===== config.mk =====
export PLATFORM = sky130hd
export DESIGN_NAME = quant_accum_ctrl
export DESIGN_NICKNAME = d
export VERILOG_FILES = /design/src/rtl/quant_accum_ctrl_pkg.sv /design/src/rtl/quant_add_stage.sv /design/src/rtl/quant_accum_ctrl.sv
export SDC_FILE = /design/constraint.sdc
export NUM_CORES = 1
export LEC_CHECK = 0
export BUFFER_PORTS_ARGS = -buffer_cell sky130_fd_sc_hd__buf_2
export CORE_ASPECT_RATIO = 1.1
export CORE_UTILIZATION = 35
export DETAILED_ROUTE_END_ITERATION = 10
export GPL_TIMING_DRIVEN = 0
export PLACE_DENSITY = 0.61
export SLEW_MARGIN = 10
export SYNTH_ARGS = -nofsm -noshare
export SYNTH_HDL_FRONTEND = slang
export SYNTH_SLANG_ARGS = --single-unit

===== constraint.sdc =====
create_clock -name clk -period 4.2 [get_ports clk]
set_input_delay 0.84 -clock clk [delete_from_list [all_inputs] [get_ports clk]]
set_output_delay 0.84 -clock clk [all_outputs]
set_load 0.02 [all_outputs]

===== src/rtl/quant_accum_ctrl_pkg.sv =====
`default_nettype none
// +----------------------------------------------------------------------+
// | quant_accum_ctrl_pkg                                                 |
// | Shared widths and FSM state encoding for the quantizing accumulator. |
// | Rev 1.0 - initial release                                            |
// +----------------------------------------------------------------------+
package quant_accum_ctrl_pkg;

    localparam int c_data_w_dflt = 4;
    localparam int c_cnt_w_dflt  = 4;

    localparam logic [1:0] c_st_idle  = 2'd0;
    localparam logic [1:0] c_st_accum = 2'd1;
    localparam logic [1:0] c_st_done  = 2'd2;

    typedef enum logic [1:0] {
        ST_IDLE  = c_st_idle,
        ST_ACCUM = c_st_accum,
        ST_DONE  = c_st_done
    } state_t;

endpackage
`default_nettype wire


===== src/rtl/quant_add_stage.sv =====
`default_nettype none
// +----------------------------------------------------------------------+
// | quant_add_stage                                                      |
// | Combinational acc+aligned add with one-bit shift-right on carry.     |
// | Rev 1.0 - initial release                                            |
// +----------------------------------------------------------------------+
module quant_add_stage
    import quant_accum_ctrl_pkg::*;
#(
    parameter int DATA_W = c_data_w_dflt
) (
    input  logic [DATA_W-1:0] i_acc,
    input  logic [DATA_W-1:0] i_aligned,
    output logic [DATA_W-1:0] o_acc_nxt,
    output logic              o_carry
);

    logic [DATA_W:0] w_sum;

    assign w_sum   = {1'b0, i_acc} + {1'b0, i_aligned};
    assign o_carry = w_sum[DATA_W];
    // On carry the top bit is 1, so the upper DATA_W bits are the halved sum.
    assign o_acc_nxt = o_carry ? w_sum[DATA_W:1] : w_sum[DATA_W-1:0];

endmodule
`default_nettype wire


===== src/rtl/quant_accum_ctrl.sv =====
`default_nettype none
// +----------------------------------------------------------------------+
// | quant_accum_ctrl                                                     |
// | Accumulates len operands into a mantissa/exponent pair.              |
// | Rev 1.0 - initial release                                            |
// +----------------------------------------------------------------------+
module quant_accum_ctrl
    import quant_accum_ctrl_pkg::*;
#(
    parameter int DATA_W = c_data_w_dflt,
    parameter int CNT_W  = c_cnt_w_dflt
) (
    input  logic              clk,
    input  logic              rst_n,
    input  logic              start,
    input  logic [CNT_W-1:0]  len,
    input  logic              in_valid,
    input  logic [DATA_W-1:0] in_data,
    output logic              in_ready,
    output logic              out_valid,
    output logic [DATA_W-1:0] out_data,
    output logic [CNT_W-1:0]  out_exp,
    input  logic              out_ready,
    output logic              busy
);

    state_t              r_state;
    state_t              w_state_nxt;
    logic [DATA_W-1:0]   r_acc;
    logic [CNT_W-1:0]    r_exp;
    logic [CNT_W-1:0]    r_cnt;
    logic                w_load;
    logic                w_xfer;
    logic [DATA_W-1:0]   w_aligned;
    logic [DATA_W-1:0]   w_acc_nxt;
    logic                w_carry;

    always_ff @(posedge clk or negedge rst_n) begin
        if (!rst_n) begin
            r_state <= ST_IDLE;
        end else begin
            r_state <= w_state_nxt;
        end
    end

    always_comb begin
        w_state_nxt = r_state;
        w_load      = 1'b0;
        w_xfer      = 1'b0;
        in_ready    = 1'b0;
        out_valid   = 1'b0;
        busy        = 1'b0;
        case (r_state)
            ST_IDLE: begin
                if (start) begin
                    w_load      = 1'b1;
                    w_state_nxt = (len == '0) ? ST_DONE : ST_ACCUM;
                end
            end
            ST_ACCUM: begin
                in_ready = 1'b1;
                busy     = 1'b1;
                if (in_valid) begin
                    w_xfer = 1'b1;
                    if (r_cnt == CNT_W'(1)) begin
                        w_state_nxt = ST_DONE;
                    end
                end
            end
            ST_DONE: begin
                out_valid = 1'b1;
                busy      = 1'b1;
                if (out_ready) begin
                    w_state_nxt = ST_IDLE;
                end
            end
            default: begin
                w_state_nxt = ST_IDLE;
            end
        endcase
    end

    // Operands are scaled down to the accumulator's current exponent.
    assign w_aligned = (32'(r_exp) >= DATA_W) ? '0 : (in_data >> r_exp);

    quant_add_stage #(
        .DATA_W (DATA_W)
    ) u_add (
        .i_acc     (r_acc),
        .i_aligned (w_aligned),
        .o_acc_nxt (w_acc_nxt),
        .o_carry   (w_carry)
    );

    always_ff @(posedge clk or negedge rst_n) begin
        if (!rst_n) begin
            r_acc <= '0;
            r_exp <= '0;
            r_cnt <= '0;
        end else if (w_load) begin
            r_acc <= '0;
            r_exp <= '0;
            r_cnt <= len;
        end else if (w_xfer) begin
            r_acc <= w_acc_nxt;
            r_cnt <= r_cnt - 1'b1;
            if (w_carry && (r_exp != {CNT_W{1'b1}})) begin
                r_exp <= r_exp + 1'b1;
            end
        end
    end

    assign out_data = r_acc;
    assign out_exp  = r_exp;

endmodule
`default_nettype wire


# Word-level counts from Yosys, hierarchy flattened
# Index checks and enable logic that the tools add are counted.
[op_classes]
add_sub_neg = 3
order_cmp = 1
n_eq_ne = 8
n_shift = 1
muxes = 22
reduce_logical = 8
[ops]
columns = ["operator", "count"]
rows = [
  ["$mux 4", 9],
  ["$mux 2", 5],
  ["$ne 2x2->1 const B", 4],
  ["$mux 1", 7],
  ["$pmux 2 s3", 1],
  ["$add 4x4->5", 1],
  ["$add 4x1->4 const B", 1],
  ["$eq 4x1->1 const B", 1],
  ["$ge 4x3->1 const B", 1],
  ["$logic_not 4->1", 1],
  ["$ne 4x4->1 const B", 1],
  ["$reduce_and 4->1", 1],
  ["$reduce_bool 2->1", 2],
  ["$shr 4x4->4", 1],
  ["$sub 4x1->4 const B", 1],
  ["$eq 2x1->1 const B", 1],
  ["$eq 2x2->1 const B", 1],
  ["$logic_not 2->1", 1],
  ["$reduce_and 2->1", 1],
  ["$reduce_or 2->1", 1],
  ["$logic_and 1x1->1", 1],
]
[totals]
ff_bits = 14
out_inout_bits = 11
elab_cells = 47

# Depth between registers and ports, before layout
[logic_depth]
ltp_word = 7
depth_mapped = 10
depth_no_buf = 9

# Cells and area by module
# From an unflattened synthesis, not the netlist that was laid out.
[unflattened]
hier_cells = 130
hier_area_um2 = 1178.6
[modules_own_cells]
columns = ["mod", "n_inst", "cells_per_inst", "area_per_inst_um2", "seq_area_each_um2"]
rows = [
  ["quant_accum_ctrl", 1, 100, 923.4, 350.3],
  ["quant_add_stage", 1, 30, 255.2, 0.0],
]

# Least setup slack after synthesis
# OpenSTA, ideal clock, no wires.
[synth_path]
kind = "input-to-reg"
from = "input port in_data[3]"
to = "register r_exp[3], in the netlist out_exp[3]"
setup_ps = 78
arrival_time_ps = 2775
t_required_ps = 4122
setup_slack_ps = 1347
path_stages = 9
path_cell_list = "nand3b_1 a21oi_1 a31oi_1 or3_1 fa_1 nand2b_4 a21o_1 or4_1 a21oi_1"
[synth_via]
elab_chain_cells = 6
[synth_rtl]
columns = ["item", "line", "rtl"]
rows = [
  ["start, declared", "quant_accum_ctrl.sv:18", "input logic [DATA_W-1:0] in_data,"],
  ["$shr 4x4->4", "quant_accum_ctrl.sv:84", "assign w_aligned = (32'(r_exp) >= DATA_W) ? '0 : (in_data >> r_exp);"],
  ["$mux 4", "quant_accum_ctrl.sv:84", ""],
  ["$add 4x4->5", "quant_add_stage.sv:20", "assign w_sum = {1'b0, i_acc} + {1'b0, i_aligned};"],
  ["$logic_and 1x1->1", "quant_accum_ctrl.sv:107", "if (w_carry && (r_exp != {CNT_W{1'b1}})) begin"],
  ["$reduce_bool 2->1 (no line)", "n/a", ""],
  ["$reduce_and 2->1 (no line)", "n/a", ""],
  ["end signal, assigned", "quant_accum_ctrl.sv:108", "r_exp <= r_exp + 1'b1;"],
  ["end, declared", "quant_accum_ctrl.sv:30", "logic [CNT_W-1:0] r_exp;"],
]
# Every way passes these cells.
# A chain may end at the register's enable or synchronous reset.

# Worst setup path after layout
[layout_path]
from = "register r_exp[1], in the netlist out_exp[1]"
to = "register r_exp[3], in the netlist out_exp[3]"
[layout_via]
elab_chain_cells = 6
[layout_rtl]
columns = ["item", "line"]
rows = [
  ["$ge 4x3->1 / $shr 4x4->4 (equally long branches)", "quant_accum_ctrl.sv:84"],
  ["$mux 4", "quant_accum_ctrl.sv:84"],
  ["$add 4x4->5", "quant_add_stage.sv:20"],
  ["$logic_and 1x1->1", "quant_accum_ctrl.sv:107"],
  ["$reduce_bool 2->1 (no line)", "n/a"],
  ["$reduce_and 2->1 (no line)", "n/a"],
]
# Parallel ways exist; a longest one is shown, timed or not. The select of a mux whose other input is x is not followed.

==> qor.csv <==
stage,metric,value,unit
worst_setup_path,slowest CP cell,or4_1,
route,Pre-Repair DR Iteration Count,4,
placement,DP HPWL,1840,µm
global_routing,first-pass GRT wire length,3680,µm
flow_run,Max-Cap Viols,0,
finish,nets@finish,172,
synth,Syn Area/Cell,8.79,µm²
worst_setup_path,R2R depth,10,
worst_setup_path,startpoint types,register,
finish,area grow syn2layout,18.3,%
global_routing,initial antenna violation count,0,
synth,number of synthesized register bits,14,
timing,hold violation count in the final report,0,
pwr,Sw Share,45.9,%
timing,skew final,0.000755,ns
route,WL/cell,12.7,µm
cts,CTS tree,yes,
route,Starting DRT DRC Count,20,
timing,RSZ-0062 raised after global routing,no,
timing,Least-Margin Pin Slew,0.487,ns
finish,"commonest non-fill, non-tap cell in the layout",buf_2,
cts,clk_lat worst skew,0.28,ns
finish,antenna diode count,0,
global_routing,largest net degree at the start of global routing,15,
timing,Achievable Freq,339,MHz
cts,PostCTS Resize Cnt,0,
worst_setup_path,Worst path most repeated cell,a21oi_1,
route,Post-Route WL,2290,µm
worst_setup_path,"Buf+Inv Stages, Crit Path",1,
cts,clock buffer depth,2,
synth,Synth area leader,dfrtp_1,
finish,share of layout cells above drive strength 1,22.4,%
global_routing,GRT Overall Usage,15.8,%
pwr,Leakage Power,0.611,nW
global_routing,vias in the first global route,881,
synth,leading post-synthesis cells by cell area,"dfrtp_1, ha_1, a21oi_1",
cts,CTS root buf,clkbuf_4,
pwr,power per cell area,628,mW/mm²
worst_setup_path,CP arrival,3.15,ns
worst_setup_path,CP endpoint kind,register,
timing,final worst-path cycle share,70.3,%
cts,Inserted Clock Buffers,3,
cts,clk sinks,14,
timing,max-slew violation count,0,
synth,Synth Net Count,144,
finish,Multi-input gate area,641,µm²
route,DR vias,956,
finish,"commonest cells after routing, fill and taps aside","buf_2, dfrtp_1, a21oi_1",
finish,Seq. cell area,350,µm²
route,Residual DRC,0,
worst_setup_path,critical path peak fanout,8,
run_status,status,"finished, final reports clean",
floorplan,Die Area,0.00324,mm²
worst_setup_path,worst-path cell chain,clkbuf_1 -> nand3b_1 -> a21oi_1 -> a31oi_1 -> or3_1 -> fa_1 -> nand2b_4 -> a21o_1 -> or4_1 -> a21oi_1,
pwr,Pint,0.424,mW
worst_setup_path,"CP delay by family, top",simple AND/OR/NAND/NOR gates,
pwr,Design Power,0.783,mW
route,Routed Antenna Nets,0,
timing,Max-slew headroom,67.5,%
pwr,Clk network pwr share,12.5,%
synth,Netlist cell types,34,
pwr,VDD IR max,0.000342,V
placement,IO buf count,23,
timing,final setup fails,0,
route,drt via density,5.31,
synth,sequential area share after synthesis,33.2,%
synth,Ys Warns,0,
worst_setup_path,Critical Path Max Stage Delay,0.49,ns
pwr,Sequential Power Share,28.4,%
finish,# fillers,299,
synth,cells after synthesis,120,
timing,minimum clock period after layout,2.95,ns
cts,H-tree depth,1,
cts,Worst-path clk slew,0.09,ns
pwr,switching pwr,0.359,mW
synth,Mapped Area,0.00105,mm²
floorplan,Row Count,20,
floorplan,Initial Utilization,37.6,%
floorplan,Die H,59.6,µm
floorplan,# IOs,24,
worst_setup_path,CP required,4.40,ns
synth,top cell type's share of synthesized area,33.2,%
worst_setup_path,Crit Path Class,register to register,
cts,Setup Buffers After CTS,0,
worst_hold_path,worst hold path class,input port to asynchronous set/reset pin,
cts,# hold bufs at CTS,0,
pwr,share of power burned in combinational logic,59.1,%
floorplan,core footprint,0.00280,mm²
timing,setup TNS,0,ns
global_routing,grt total ovfl,0,
floorplan,Die Wd,54.3,µm
placement,final RePlAce weighted congestion,0.750,
worst_setup_path,stages on the worst setup path,10,
[per-layer routing]
| metal | up-vias | wire [µm] | global-route usage, % |
|---|---|---|---|
| li1 | 483 | - | - |
| met1 | 446 | 1000 | 18.3 |
| met2 | 21 | 1180 | 28.2 |
| met3 | 6 | 67 | 1.54 |
| met4 | 0 | 40 | 7.69 |
| met5 | - | 0 | 0 |
[synth_stat cells (all sizes together)]
cell type / instances
nand2: 8
o21ai: 9
nor3: 1
nor3b: 1
nand4bb: 1
clkbuf: 3
xor2: 1
or3: 2
or4: 1
a41o: 1
buf: 3
or2: 1
a31oi: 2
a21oi: 14
o31ai: 2
inv: 10
mux2i: 3
fa: 1
nand3b: 2
nand3: 6
nor2: 6
and2: 3
xnor2: 3
a222oi: 1
nand2b: 3
a21o: 2
ha: 10
dfrtp: 14
mux4: 1
a211o: 1
nor4: 4
[flip-flops by register name (all words and copies together), names as in the netlist]
name and cells:
out_data 4, out_exp 4, r_cnt 4, r_state 2
[final timing paths]
check | endpoint | from | slack, ns
min in group clk | out_data[0]$_DFFE_PN0P_ | out_data[0]$_DFFE_PN0P_ | 0.57
max in group asynchronous | r_state[0]$_DFFE_PN0P_ | rst_n | 3.51
worst min-delay path | r_cnt[1]$_DFFE_PN0P_ | rst_n | 0.44
worst max register to register | out_exp[3]$_DFFE_PN0P_ | out_exp[1]$_DFFE_PN0P_ | 1.25
worst min register to register | out_data[0]$_DFFE_PN0P_ | out_data[0]$_DFFE_PN0P_ | 0.57
worst max-delay path | out_exp[3]$_DFFE_PN0P_ | out_exp[1]$_DFFE_PN0P_ | 1.25
[kinds of logic (layout without fill, tap and decap cells)]
logic type	count (synthesis)	after routing	share of synthesized area, %
AO/OA/AOI/OAI	32	32	18.0
XOR/XNOR	4	4	3.32
adder cells (fa/ha/maj)	11	11	13.8
buffers and inverters	16	43	6.05
flip-flops	14	14	33.2
multiplexers	4	4	4.98
AND/OR/NAND/NOR	39	39	20.6
[power groups by stage]
stage	Sequential, mW	Combinational (mW)	Clock, mW
finish	0.222	0.462	0.0982
global route	0.229	0.525	0.106
CTS	0.223	0.468	0.102
detailed placement	0.226	0.466	0
global placement	0.223	0.452	0
floorplan	0.241	0.337	0
[area by class of cell]
type | count | area share, %
clock buffer | 4 | 2.91
tap | 33 | 3.31
inverter | 10 | 3.01
buffer | 6 | 2.11
timing repair buffer | 23 | 9.23
sequential | 14 | 28.1
multi-input combinational | 90 | 51.4
[worst reg2reg max path, delay by kind of cell (launching register included)]
kind,cells,cell delay (ns)
and+or+nand+nor,4,1.14
buffers and inverters,1,0.29
adders and majority gates,1,0.45
DFF,1,0.38
AOI/OAI and AO/OA,4,0.62
[through the flow]
step	cell area, µm²	utilization, %	hold slack, ns	std cells	setup slack (ns)
after floorplan	1050	-	0.521	120	1.35
after global placement	1210	43.2	0.524	176	1.10
after detailed placement	1210	43.2	0.544	176	0.989
after CTS	1250	44.5	0.442	180	1.23
after global routing	1250	44.5	0.464	180	1.13
final	1250	44.5	0.442	180	1.25
(Power assumes the default switching activity.)
